==> src/rtl/mem_mapped_reg_bank_if.sv <==
// Data-memory bus bundle seen by a memory-mapped register bank.
// Ports:
//   mem_addr   address from the CPU
//   mem_wr_en  write strobe
//   mem_rd_en  read strobe
//   data_in    write data from the CPU
//   data_out   registered read data (zero when the bank is not selected)
//   rd_valid   high the cycle after a read that hit the bank
interface mem_mapped_reg_bank_if #(
   parameter int ADDR_W = 16,
   parameter int WIDTH  = 16
);
   logic [ADDR_W-1:0] mem_addr;
   logic              mem_wr_en;
   logic              mem_rd_en;
   logic [WIDTH-1:0]  data_in;
   logic [WIDTH-1:0]  data_out;
   logic              rd_valid;

   modport master (
      output mem_addr, mem_wr_en, mem_rd_en, data_in,
      input  data_out, rd_valid
   );

   modport slave (
      input  mem_addr, mem_wr_en, mem_rd_en, data_in,
      output data_out, rd_valid
   );
endinterface

==> src/rtl/mem_mapped_reg_bank.sv <==
// Bank of NREGS memory-mapped registers at consecutive addresses from BASE.
// Each register is plain read/write or sticky status (write-one-to-clear).
// Read data is forced to zero when the bank is not selected so several banks
// can be OR-combined onto one read bus.
// Ports:
//   clk        rising-edge clock
//   rst        asynchronous reset, active-high
//   bus        slave side of the data-memory bus (addr, strobes, data, rd_valid)
//   hw_set     per-bit set requests, reg i at [i*WIDTH +: WIDTH] (sticky regs only)
//   reg_out    live register contents, reg i at [i*WIDTH +: WIDTH]
//   wr_pulse   bit i pulses one cycle after a bus write to reg i
module mem_mapped_reg_bank #(
   parameter int                         WIDTH    = 16,
   parameter int                         ADDR_W   = 16,
   parameter logic [ADDR_W-1:0]          BASE     = '0,
   parameter int                         NREGS    = 4,
   parameter logic [NREGS*WIDTH-1:0]     DEFAULTS = '0,
   parameter logic [NREGS-1:0]           W1C_MASK = '0
) (
   input  logic                     clk,
   input  logic                     rst,
   mem_mapped_reg_bank_if.slave     bus,
   input  logic [NREGS*WIDTH-1:0]   hw_set,
   output logic [NREGS*WIDTH-1:0]   reg_out,
   output logic [NREGS-1:0]         wr_pulse
);

   localparam logic [ADDR_W:0] NREGS_EXT = (ADDR_W+1)'(NREGS);

   logic [ADDR_W-1:0]       w_idx;
   logic                    w_hit;
   logic                    w_wr_hit;
   logic                    w_rd_hit;
   logic [NREGS-1:0]        w_wr_dec;
   logic [NREGS*WIDTH-1:0]  w_regs;
   logic [WIDTH-1:0]        w_rd_data;

   logic [WIDTH-1:0]        r_data_out;
   logic                    r_rd_valid;
   logic [NREGS-1:0]        r_wr_pulse;

   // Subtraction wraps, so addresses below BASE land on a large index and miss.
   assign w_idx    = bus.mem_addr - BASE;
   assign w_hit    = ({1'b0, w_idx} < NREGS_EXT);
   assign w_wr_hit = w_hit & bus.mem_wr_en;
   assign w_rd_hit = w_hit & bus.mem_rd_en;

   always_comb begin
      w_wr_dec = '0;
      for (int i = 0; i < NREGS; i++) begin
         w_wr_dec[i] = w_wr_hit & (w_idx == ADDR_W'(i));
      end
   end

   for (genvar gi = 0; gi < NREGS; gi++) begin : g_reg
      logic [WIDTH-1:0] r_val;

      if (W1C_MASK[gi]) begin : g_w1c
         logic [WIDTH-1:0] w_clr;
         assign w_clr = w_wr_dec[gi] ? bus.data_in : '0;

         // OR-ing the set term last lets hardware win over a same-cycle clear.
         always_ff @(posedge clk or posedge rst) begin
            if (rst) begin
               r_val <= DEFAULTS[gi*WIDTH +: WIDTH];
            end else begin
               r_val <= (r_val & ~w_clr) | hw_set[gi*WIDTH +: WIDTH];
            end
         end
      end else begin : g_plain
         logic w_unused_hw_set;
         assign w_unused_hw_set = ^hw_set[gi*WIDTH +: WIDTH];

         always_ff @(posedge clk or posedge rst) begin
            if (rst) begin
               r_val <= DEFAULTS[gi*WIDTH +: WIDTH];
            end else if (w_wr_dec[gi]) begin
               r_val <= bus.data_in;
            end
         end
      end

      assign w_regs[gi*WIDTH +: WIDTH] = r_val;
   end

   // Read mux uses the pre-edge register values, so a same-cycle write is not seen.
   always_comb begin
      w_rd_data = '0;
      if (w_rd_hit) begin
         for (int i = 0; i < NREGS; i++) begin
            if (w_idx == ADDR_W'(i)) begin
               w_rd_data = w_regs[i*WIDTH +: WIDTH];
            end
         end
      end
   end

   always_ff @(posedge clk or posedge rst) begin
      if (rst) begin
         r_data_out <= '0;
         r_rd_valid <= 1'b0;
         r_wr_pulse <= '0;
      end else begin
         r_data_out <= w_rd_data;
         r_rd_valid <= w_rd_hit;
         r_wr_pulse <= w_wr_dec;
      end
   end

   assign bus.data_out = r_data_out;
   assign bus.rd_valid = r_rd_valid;
   assign reg_out      = w_regs;
   assign wr_pulse     = r_wr_pulse;

endmodule

==> src/flat_wrapper.sv <==
// flat-port wrapper written by rule: the top's interface ports become plain ports
module mem_mapped_reg_bank_flat 
#(
   parameter int                         WIDTH    = 16,
   parameter int                         ADDR_W   = 16,
   parameter logic [ADDR_W-1:0]          BASE     = '0,
   parameter int                         NREGS    = 4,
   parameter logic [NREGS*WIDTH-1:0]     DEFAULTS = '0,
   parameter logic [NREGS-1:0]           W1C_MASK = '0
)
  (clk, rst, hw_set, reg_out, wr_pulse, bus_mem_addr, bus_mem_wr_en, bus_mem_rd_en, bus_data_in, bus_data_out, bus_rd_valid);
  mem_mapped_reg_bank_if #(.ADDR_W(ADDR_W), .WIDTH(WIDTH)) bus_i ();
  input  logic clk;
  input  logic rst;
  input  logic [NREGS*WIDTH-1:0] hw_set;
  output logic [NREGS*WIDTH-1:0] reg_out;
  output logic [NREGS-1:0] wr_pulse;
  input wire logic [$bits(bus_i.mem_addr)-1:0] bus_mem_addr;
  input wire logic [$bits(bus_i.mem_wr_en)-1:0] bus_mem_wr_en;
  input wire logic [$bits(bus_i.mem_rd_en)-1:0] bus_mem_rd_en;
  input wire logic [$bits(bus_i.data_in)-1:0] bus_data_in;
  output wire logic [$bits(bus_i.data_out)-1:0] bus_data_out;
  output wire logic [$bits(bus_i.rd_valid)-1:0] bus_rd_valid;
  assign bus_i.mem_addr = bus_mem_addr;
  assign bus_i.mem_wr_en = bus_mem_wr_en;
  assign bus_i.mem_rd_en = bus_mem_rd_en;
  assign bus_i.data_in = bus_data_in;
  assign bus_data_out = bus_i.data_out;
  assign bus_rd_valid = bus_i.rd_valid;
  mem_mapped_reg_bank #(.WIDTH(WIDTH), .ADDR_W(ADDR_W), .BASE(BASE), .NREGS(NREGS), .DEFAULTS(DEFAULTS), .W1C_MASK(W1C_MASK)) u_core (.clk(clk), .rst(rst), .bus(bus_i), .hw_set(hw_set), .reg_out(reg_out), .wr_pulse(wr_pulse));
endmodule
==> config.mk <==
export PLATFORM = sky130hd
export DESIGN_NAME = mem_mapped_reg_bank_flat
export DESIGN_NICKNAME = d
export VERILOG_FILES = /design/src/rtl/mem_mapped_reg_bank_if.sv /design/src/rtl/mem_mapped_reg_bank.sv /design/src/flat_wrapper.sv
export SDC_FILE = /design/constraint.sdc
export NUM_CORES = 1
export LEC_CHECK = 0
export ABC_AREA = 1
export CAP_MARGIN = 20
export CORE_MARGIN = 2
export CORE_UTILIZATION = 42
export DETAILED_ROUTE_END_ITERATION = 7
export PLACE_DENSITY = 0.82
export SLEW_MARGIN = 10
export SYNTH_ARGS = -nofsm -noshare
export SYNTH_HDL_FRONTEND = slang
export SYNTH_SLANG_ARGS = --single-unit
export TNS_END_PERCENT = 50
==> constraint.sdc <==
create_clock -name clk -period 3.1 [get_ports clk]
set_input_delay 0.62 -clock clk [delete_from_list [all_inputs] [get_ports clk]]
set_output_delay 0.62 -clock clk [all_outputs]
set_load 0.01 [all_outputs]
# Word level (Yosys, flattened, before mapping)
# Cells that the tools add are included.
[word_totals] reg_bits=85 latchBits=0 mem_bits_rw=0 mem_bits_ro=0 input_bits=100 out_inout_bits=85 mem_count=0
[classes] add_sub_neg=0 n_mul=0 div_mod_pow=0 magnitude_cmp=1 eq_ne=3 shifts=0 mux=5 bitwise=6 n_reduce_logical=1
[ops] cell="$mux W16" count=5
[ops] cell="$eq A16 B2 Y1 const B" count=2
[ops] cell="$eq A16 B1 Y1 const B" count=1
[ops] cell="$logic_not A16 Y1" count=1
[ops] cell="$lt A16 B3 Y1 const B" count=1
[ops] cell="$and A1 B1 Y1" count=6

# Logic depth before layout (Yosys ltp)
# Gate-level depths: netlist (run 1).
[depth] ltp_word=6 mapped_depth=9

# Least setup slack after synthesis (run 1)
# OpenSTA, ideal clock, no wires.
[synth_timing] path_kind="input-to-reg" startpoint="input bus_mem_addr[13]" endpoint="register u_core.g_reg[1].r_val[14]" setup_time_ns=0.124 arrival_ns=1.597 t_required_ns=2.976 slack_ns=1.379 path_stages=9 path_buffers=1 path_cell_list="nor2_1 -> nand2_2 -> nor2_8 -> nand2_4 -> nor2_4 -> nand2_4 -> buf_2 -> nand2_1 -> o21ai_1"
[synth_between] elab_chain_len=3
[synth_lines] element="start: declaration" line="flat_wrapper.sv:18" source="input wire logic [$bits(bus_i.mem_addr)-1:0] bus_mem_addr;"
[synth_lines] element="$lt A16 B3 Y1" line="mem_mapped_reg_bank.sv:44" source="assign w_hit = ({1'b0, w_idx} < NREGS_EXT);"
[synth_lines] element="$and A1 B1 Y1" line="mem_mapped_reg_bank.sv:45" source="assign w_wr_hit = w_hit & bus.mem_wr_en;"
[synth_lines] element="$and A1 B1 Y1 (*)" line="mem_mapped_reg_bank.sv:51" source="w_wr_dec[i] = w_wr_hit & (w_idx == ADDR_W'(i));"
[synth_lines] element="end signal: assignment" line="mem_mapped_reg_bank.sv:76" source="r_val <= DEFAULTS[gi*WIDTH +: WIDTH];"
[synth_lines] element="end signal: assignment" line="mem_mapped_reg_bank.sv:78" source="r_val <= bus.data_in;"
[synth_lines] element="end: declaration" line="mem_mapped_reg_bank.sv:56" source="logic [WIDTH-1:0] r_val;"
# Mark *: on every way between the ends. The rest lies on a longest branch, timed or not.
# A chain may end at the register's enable or synchronous reset.

# Final worst setup path (run 1)
[layout_timing] startpoint="input bus_mem_addr[2]" endpoint="register u_core.g_reg[2].r_val[2]"
[layout_between] elab_chain_len=3
[layout_lines] element="$lt A16 B3 Y1" line="mem_mapped_reg_bank.sv:44"
[layout_lines] element="$and A1 B1 Y1" line="mem_mapped_reg_bank.sv:45"
[layout_lines] element="$and A1 B1 Y1 (*)" line="mem_mapped_reg_bank.sv:51"
[layout_lines] element="end signal: assignment" line="mem_mapped_reg_bank.sv:76"
[layout_lines] element="end signal: assignment" line="mem_mapped_reg_bank.sv:78"
[layout_lines] element="end: declaration" line="mem_mapped_reg_bank.sv:56"
# Marks and branches as above.

==> out/summary.txt, run 1 <==
======================================================================================
TritonCTS clock tree                                                              done
Total gr overflow                                                                    0
Max-Cap Viols                                                                        0
Clock Latency Late Sink                                                         340 ps
Vias per cell                                                                    5.360
Synth Warn #                                                                         0
Power per unit of standard cell area                                      374.4 mW/mm^2
Starting utilization of the core area                                           0.4328
Count of TritonRoute iterations in the first routing pass                            5
Netlist Area Pre-Place                                                    0.003980 sq mm
Placeable core region                                                     0.009196 sq mm
Reg2Reg Launch Point                                                      u_core.g_reg[3].r_val[1]$_DFFE_PP0P_
Share of the cycle needed by the critical path after routing                    0.7962
Library cell contributing the largest single delay on the critical path        nand3_4
Required time at the worst-slack endpoint                                      3320 ps
IO Port Bufs                                                                       120
Hold Path Cell Cnt                                                                   2
DRC errors left                                                                      0
Outcome                                                                   finished, final reports clean
Share of synthesized area occupied by flip-flops and latches                    0.5344
Wire length of the first global-routing pass                                  17670 um
Clk slew on worst S/H paths                                                      90 ps
Violation count after the first detailed-route iteration                           161
WL per Instance                                                               16.92 um
Number of nets in the layout                                                       623
Seq cells post-synth                                                                85
Launch point of the worst hold path                                       u_core.g_reg[2].r_val[15]$_DFFE_PP0P_
Final Critical Period                                                          2468 ps
Number of vias in the routed layout                                               3425
Type of element launching the critical path                               primary input
Max Fanout on Critical Path                                                         33
Clock sinks                                                                         85
Worst relative slew slack                                                       0.5108
Syn Nets                                                                           511
Sum Neg Setup Slack                                                               0 ps
Post-Synthesis Cells                                                               411
Worst-path cell chain                                                     clkdlybuf4s50_1 > nor2_1 > inv_2 > nor2_8 > nand3_4 > clkinv_2 > nand3_4 > nand2_1 > o21ai_2
Worst slew pin tran                                                           731.5 ps
Post-Synthesis Mean Instance Area                                          9.684 sq um
Worst ir drop on vdd                                                         0.1784 mV
Master cell of the clock root buffer                                          clkbuf_8
Total leakage power                                                           2.403 nW
Path class of the lowest-slack min-delay path                             register to register
Critical Path Start                                                       bus_mem_addr[2]
Clock H-tree levels                                                                  3
Via count of the first global-routing pass                                        3474
Unrepaired setup endpoints after global routing                                     no
Worst Hold Slack                                                              510.9 ps
Die Wd                                                                        101.3 um
Fmax                                                                         405.1 MHz
Worst stage delay on the critical path                                          450 ps
Setup slack, reg-to-reg                                                        2130 ps
Synth-to-Final Area Change                                                      35.24%
Top-level port count                                                               185
Class of the most critical setup path                                     primary input to register
Maximum count of clock buffers along a single path                                   2
Kind of capture point of the worst setup path                                 register
Overall track demand over capacity in global routing                            0.2209
Die Ht                                                                        101.3 um
Pin count of the biggest net entering global routing                                47
WL final                                                                      10820 um
Synth cell types                                                                    26
Cell repeated most along the worst path                                        nand3_4
Share of post-route cells with drive strength above 1                           0.1534
Half-perimeter wire length after placement                                     7366 um
Antenna violations before repair                                                     0
Post-CTS Resized                                                                     0
Die footprint                                                             0.01027 sq mm
Clock buffers created by TritonCTS                                                   9
Final setup fails                                                                    0
Total inserted antenna cells                                                         0
Worst reg-to-reg path cell count                                                     2
Buffers inserted by post-CTS timing repair                                           0
Endpoints failing hold                                                               0
Critical path destination                                                 u_core.g_reg[2].r_val[2]$_DFFE_PP0P_
Cts hold-fix bufs                                                                    0
Worst Skew                                                                    10.13 ps
Antenna-violating nets left                                                          0
Number of standard-cell rows in the floorplan                                       35
Final Max Tran Viols                                                                 0
Capture instance of the worst register-to-register path                   u_core.bus.data_out[1]$_DFF_PP0_
Data arrival, critical path                                                    2690 ps
GP Congestion                                                                   0.7946
Number of filler instances in the final layout                                     789
======================================================================================
-- metal layers --
metal / track usage / vias to the layer above / wire length (um) / part of all wire
met2: 0.3637 / 145 / 5415 / 0.50
li1: - / 1620 / - / -
met4: 0.09148 / 0 / 197 / 0.018
met5: 0 / - / 0 / 0
met1: 0.2885 / 1643 / 4507 / 0.42
met3: 0.04003 / 17 / 694 / 0.064
-- cells by family after synthesis --
family	count (synthesis)	synth area share
compound gates	116	0.1911
buf+inv	64	0.09022
flops	85	0.5344
simple gates	146	0.1842
-- cells in the final DEF, fill, tap and decap left out, types with 7 or more instances in the layout --
cell	netlist	routed
clkdlybuf4s50_1	0	120
dfrtp_1	85	85
nand2_1	84	84
o21ai_1	38	38
o21ai_2	32	32
inv_1	29	28
nand3_1	24	24
a21oi_1	16	16
o21ai_0	14	14
nor2_1	13	13
o311ai_0	10	10
clkbuf_8	0	9
nand4_1	8	8
inv_2	7	7
-- cell usage after synthesis, drive strengths merged --
master	n	share of area
nand2	90	0.092
dfrtp	85	0.53
o21ai	84	0.14
inv	36	0.034
nand3	27	0.043
buf	22	0.050
nor2	19	0.031
a21oi	16	0.020
o311ai	16	0.035
nand4	9	0.016
clkbuf	4	0.0038
clkinv	2	0.0025
and2	1	0.0016
-- state kept, by name, summed over array words and instances (netlist names) --
| register | count |
|---|---|
| u_core.g.r_val | 64 |
| u_core.bus.data_out | 16 |
| u_core.bus.rd_valid | 1 |
| u_core.wr_pulse | 4 |
-- where the power goes --
| group | switching (W) | total [W] | internal, W |
|---|---|---|---|
| Clock | 0.000409 | 0.000784 | 0.000375 |
| Sequential | 0.000000202 | 0.00111 | 0.00111 |
| Combinational | 0.0000737 | 0.000123 | 0.0000493 |
| Total | 0.000483 | 0.00202 | 0.00153 |
-- layout make-up --
| type | count | area [sq um] | area share |
|---|---|---|---|
| flip-flops and latches | 85 | 2127 | 0.3952 |
| multi-input cells | 262 | 1494 | 0.2775 |
| repair buffers | 127 | 1279 | 0.2376 |
| inverters | 38 | 146.4 | 0.02720 |
| well taps | 111 | 138.9 | 0.02580 |
| clock buffers | 9 | 123.9 | 0.02301 |
| clock inverters | 7 | 73.82 | 0.01371 |
-- worst min-delay path by stage --
stage                     slack [ps]                               endpoint
after CTS                        520  u_core.g_reg[2].r_val[15]$_DFFE_PP0P_
after global placement           490  u_core.g_reg[3].r_val[15]$_DFFE_PP0P_
after floorplan                  530  u_core.g_reg[3].r_val[10]$_DFFE_PP0P_
after detailed placement         500   u_core.g_reg[3].r_val[4]$_DFFE_PP0P_
after global routing             550   u_core.g_reg[3].r_val[4]$_DFFE_PP0P_
final                            510  u_core.g_reg[2].r_val[15]$_DFFE_PP0P_
-- critical path: cells and delay by family --
family / cells / cell delay, ps
AND/OR/NAND/NOR: 5 / 1280
buffers and inverters: 3 / 710
AO/OA/AOI/OAI: 1 / 80
-- through the flow --
step	setup WS, ps	power [W]	utilization	instances	cell area (sq um)
2_1_floorplan	286.5	0.001183	-	411	3980
3_3_place_gp	299.5	0.001252	0.5638	623	5185
3_5_place_dp	265.1	0.001255	0.5638	623	5185
4_1_cts	630.3	0.002030	0.5853	639	5383
5_1_grt	453.7	0.002094	0.5853	639	5383
6_report	631.6	0.002015	0.5853	639	5383
(Power assumes the default switching activity.)
==> inputs of run 2 (changes only) <==
CORE_UTILIZATION = 37   (was 42)
PLACE_DENSITY = 0.76   (was 0.82)
clock period = 2 ns   (was 3.1 ns; I/O delays follow)
==> out/summary.txt, run 2 (synthesis results as in run 1) <==
===========================================================================
Cts hold-fix bufs                                                         0   unchanged
Top-level port count                                                    185   unchanged
Worst relative slew slack                                            0.7243   +0.2135
Net switching power                                             0.0007224 W   +50%
Pin count of the biggest net entering global routing                     35   -26%
Outcome                                                        finished, final reports clean
Max-Cap Viols                                                             0   unchanged
Flip-flop count of the largest register after layout                     64   unchanged
GP Congestion                                                        0.8139   +2.4%
Internal power                                                   0.002516 W   +64%
Antenna-violating nets left                                               0   unchanged
Power per unit of standard cell area                           572.7 mW/mm^2   +53%
Final Max Tran Viols                                                      0   unchanged
Clock sinks                                                              85   unchanged
Capture instance of the worst register-to-register path        u_core.bus.data_out[3]$_DFF_PP0_
Kind of capture point of the worst setup path                      register
Final Critical Period                                               1771 ps
Clock buffers created by TritonCTS                                        9   unchanged
Count of non-filler cells in the finished layout                        685   +7.2%
Die Wd                                                             107.7 um   +6.3%
Switching share of power                                             0.2231   -0.01642
Required time at the worst-slack endpoint                           2260 ps   -1060 ps
Via count of the first global-routing pass                             3499   +0.72%
Violation count after the first detailed-route iteration                188   +17%
Fraction of power consumed by the clock network                       0.405   +0.016
Number of vias in the routed layout                                    3503   +2.3%
TritonCTS clock tree                                                   done
WL final                                                           11100 um   +2.6%
Master cell of the clock root buffer                               clkbuf_8
Part of the power in registers                                        0.530   -0.020
Part of the total power dissipated in combinational logic             0.065   +0.004
Worst reg-to-reg path cell count                                          2   unchanged
Share of post-route cells with drive strength above 1                0.1821   +0.02874
Final setup fails                                                         0   unchanged
DRC errors left                                                           0   unchanged
Data arrival, critical path                                         2030 ps   -660 ps
Die Ht                                                             107.7 um   +6.3%
Count of TritonRoute iterations in the first routing pass                 4   -1
Starting utilization of the core area                                0.3838   -0.04898
Clk slew on worst S/H paths                                           90 ps   about the same
Placed instance count                                                   669   +7.4%
Total gr overflow                                                         0   unchanged
Class of the most critical setup path                          primary input to register
Setup slack, reg-to-reg                                             1040 ps   -1090 ps
Clock Latency Late Sink                                              350 ps   about the same
Die footprint                                                  0.01160 sq mm   +13%
Vias per cell                                                         5.114   -4.6%
Post-CTS Resized                                                          0   unchanged
Wire length of the first global-routing pass                       18190 um   +2.9%
Worst Skew                                                         6.272 ps   -3.858 ps
Synth-to-Final Area Change                                           42.06%
Number of nets in the layout                                            644   +3.4%
Share of the cycle needed by the critical path after routing         0.8854
Overall track demand over capacity in global routing                 0.2040   -0.01686
Buffers inserted by post-CTS timing repair                                0   unchanged
Placeable core region                                          0.01037 sq mm   +13%
Max Fanout on Critical Path                                              20   -39%
Unrepaired setup endpoints after global routing                          no
Reg2Reg Launch Point                                           u_core.g_reg[3].r_val[3]$_DFFE_PP0P_
Half-perimeter wire length after placement                          7971 um   +8.2%
Worst slew pin tran                                                412.7 ps   -318.8 ps
Maximum count of clock buffers along a single path                        2   unchanged
Total inserted antenna cells                                              0   unchanged
IO Port Bufs                                                            120   unchanged
Top register by number of flip-flops                           u_core.g.r_val
Fmax                                                              564.7 MHz
Total leakage power                                                2.528 nW   +5.2%
Worst Hold Slack                                                   404.7 ps   -106.3 ps
Endpoints failing hold                                                    0   unchanged
Type of element launching the critical path                    primary input
WL per Instance                                                    16.20 um   -4.3%
Clock H-tree levels                                                       3   unchanged
Commonest non-fill, non-tap cells in the layout                120 x clkdlybuf4s50_1, 85 x dfrtp_1, 84 x nand2_1
Number of standard-cell rows in the floorplan                            37   +5.7%
Path class of the lowest-slack min-delay path                  primary input to asynchronous set/reset pin
Antenna violations before repair                                          0   unchanged
Most common cell after layout, fill and taps aside             clkdlybuf4s50_1
Worst ir drop on vdd                                              0.4144 mV   +130%
===========================================================================
-- run 2: metrics by stage --
step                      TNS [ps]  power (W)  area [sq um]  worst slack (ps)  utilization
after floorplan                  0   0.001834          3984             499.5            -
after global placement       -1684   0.001960          5439            -62.48       0.5245
after detailed placement     -3174   0.001963          5439            -115.7       0.5245
after CTS                        0   0.003273          5654             253.0       0.5452
after global routing             0   0.003370          5654             82.51       0.5452
final                            0   0.003238          5654             229.2       0.5452
-- run 2: worst max path at each step --
| stage | cells past startpoint | slack, ps | start | to |
|---|---|---|---|---|
| after floorplan | 9 | 500 | bus_mem_addr[13] | u_core.g_reg[1].r_val[14]$_DFFE_PP0P_ |
| final | 9 | 230 | bus_mem_addr[3] | u_core.bus.data_out[11]$_DFF_PP0_ |
| after CTS | 9 | 250 | bus_mem_addr[5] | u_core.bus.data_out[1]$_DFF_PP0_ |
| after detailed placement | 9 | -120 | bus_mem_addr[5] | u_core.bus.data_out[1]$_DFF_PP0_ |
| after global placement | 9 | -60 | bus_mem_addr[3] | u_core.bus.data_out[7]$_DFF_PP0_ |
| after global routing | 9 | 80 | bus_mem_addr[7] | u_core.bus.data_out[1]$_DFF_PP0_ |
-- run 2: cell type report --
| cell class | instances | area (sq um) |
|---|---|---|
| Clock buffer | 11 | 131.4 |
| Clock inverter | 5 | 83.83 |
| Fill cell | 921 | 4716 |
| Inverter | 38 | 148.9 |
| Multi-Input combinational cell | 262 | 1494 |
| Sequential cell | 85 | 2127 |
| Tap cell | 136 | 170.2 |
| Timing Repair Buffer | 148 | 1499 |
-- run 2: power groups by stage --
| stage | clock network, W | registers, W | logic (W) |
|---|---|---|---|
| finish | 0.00131 | 0.00172 | 0.000209 |
| global route | 0.00142 | 0.00172 | 0.000230 |
| CTS | 0.00134 | 0.00172 | 0.000212 |
| detailed placement | 0 | 0.00175 | 0.000212 |
| global placement | 0 | 0.00175 | 0.000208 |
| floorplan | 0 | 0.00175 | 0.0000815 |
-- run 2: routing by layer --
layer / vias to the layer above / GRT usage / wire, um
li1: 1656 / - / -
met5: - / 0 / 0
met2: 143 / 0.3441 / 5596
met4: 0 / 0.05403 / 142
met3: 13 / 0.04903 / 731
met1: 1691 / 0.2624 / 4628
-- run 2: worst max-delay path, cell delays in order --
cell and delay [ps]:
clkdlybuf4s50_1 430, nor2_1 160, inv_2 80, nor2_8 170, buf_12 140, nand3_4 220
nand2_1 160, nand3_1 70, a21oi_1 190
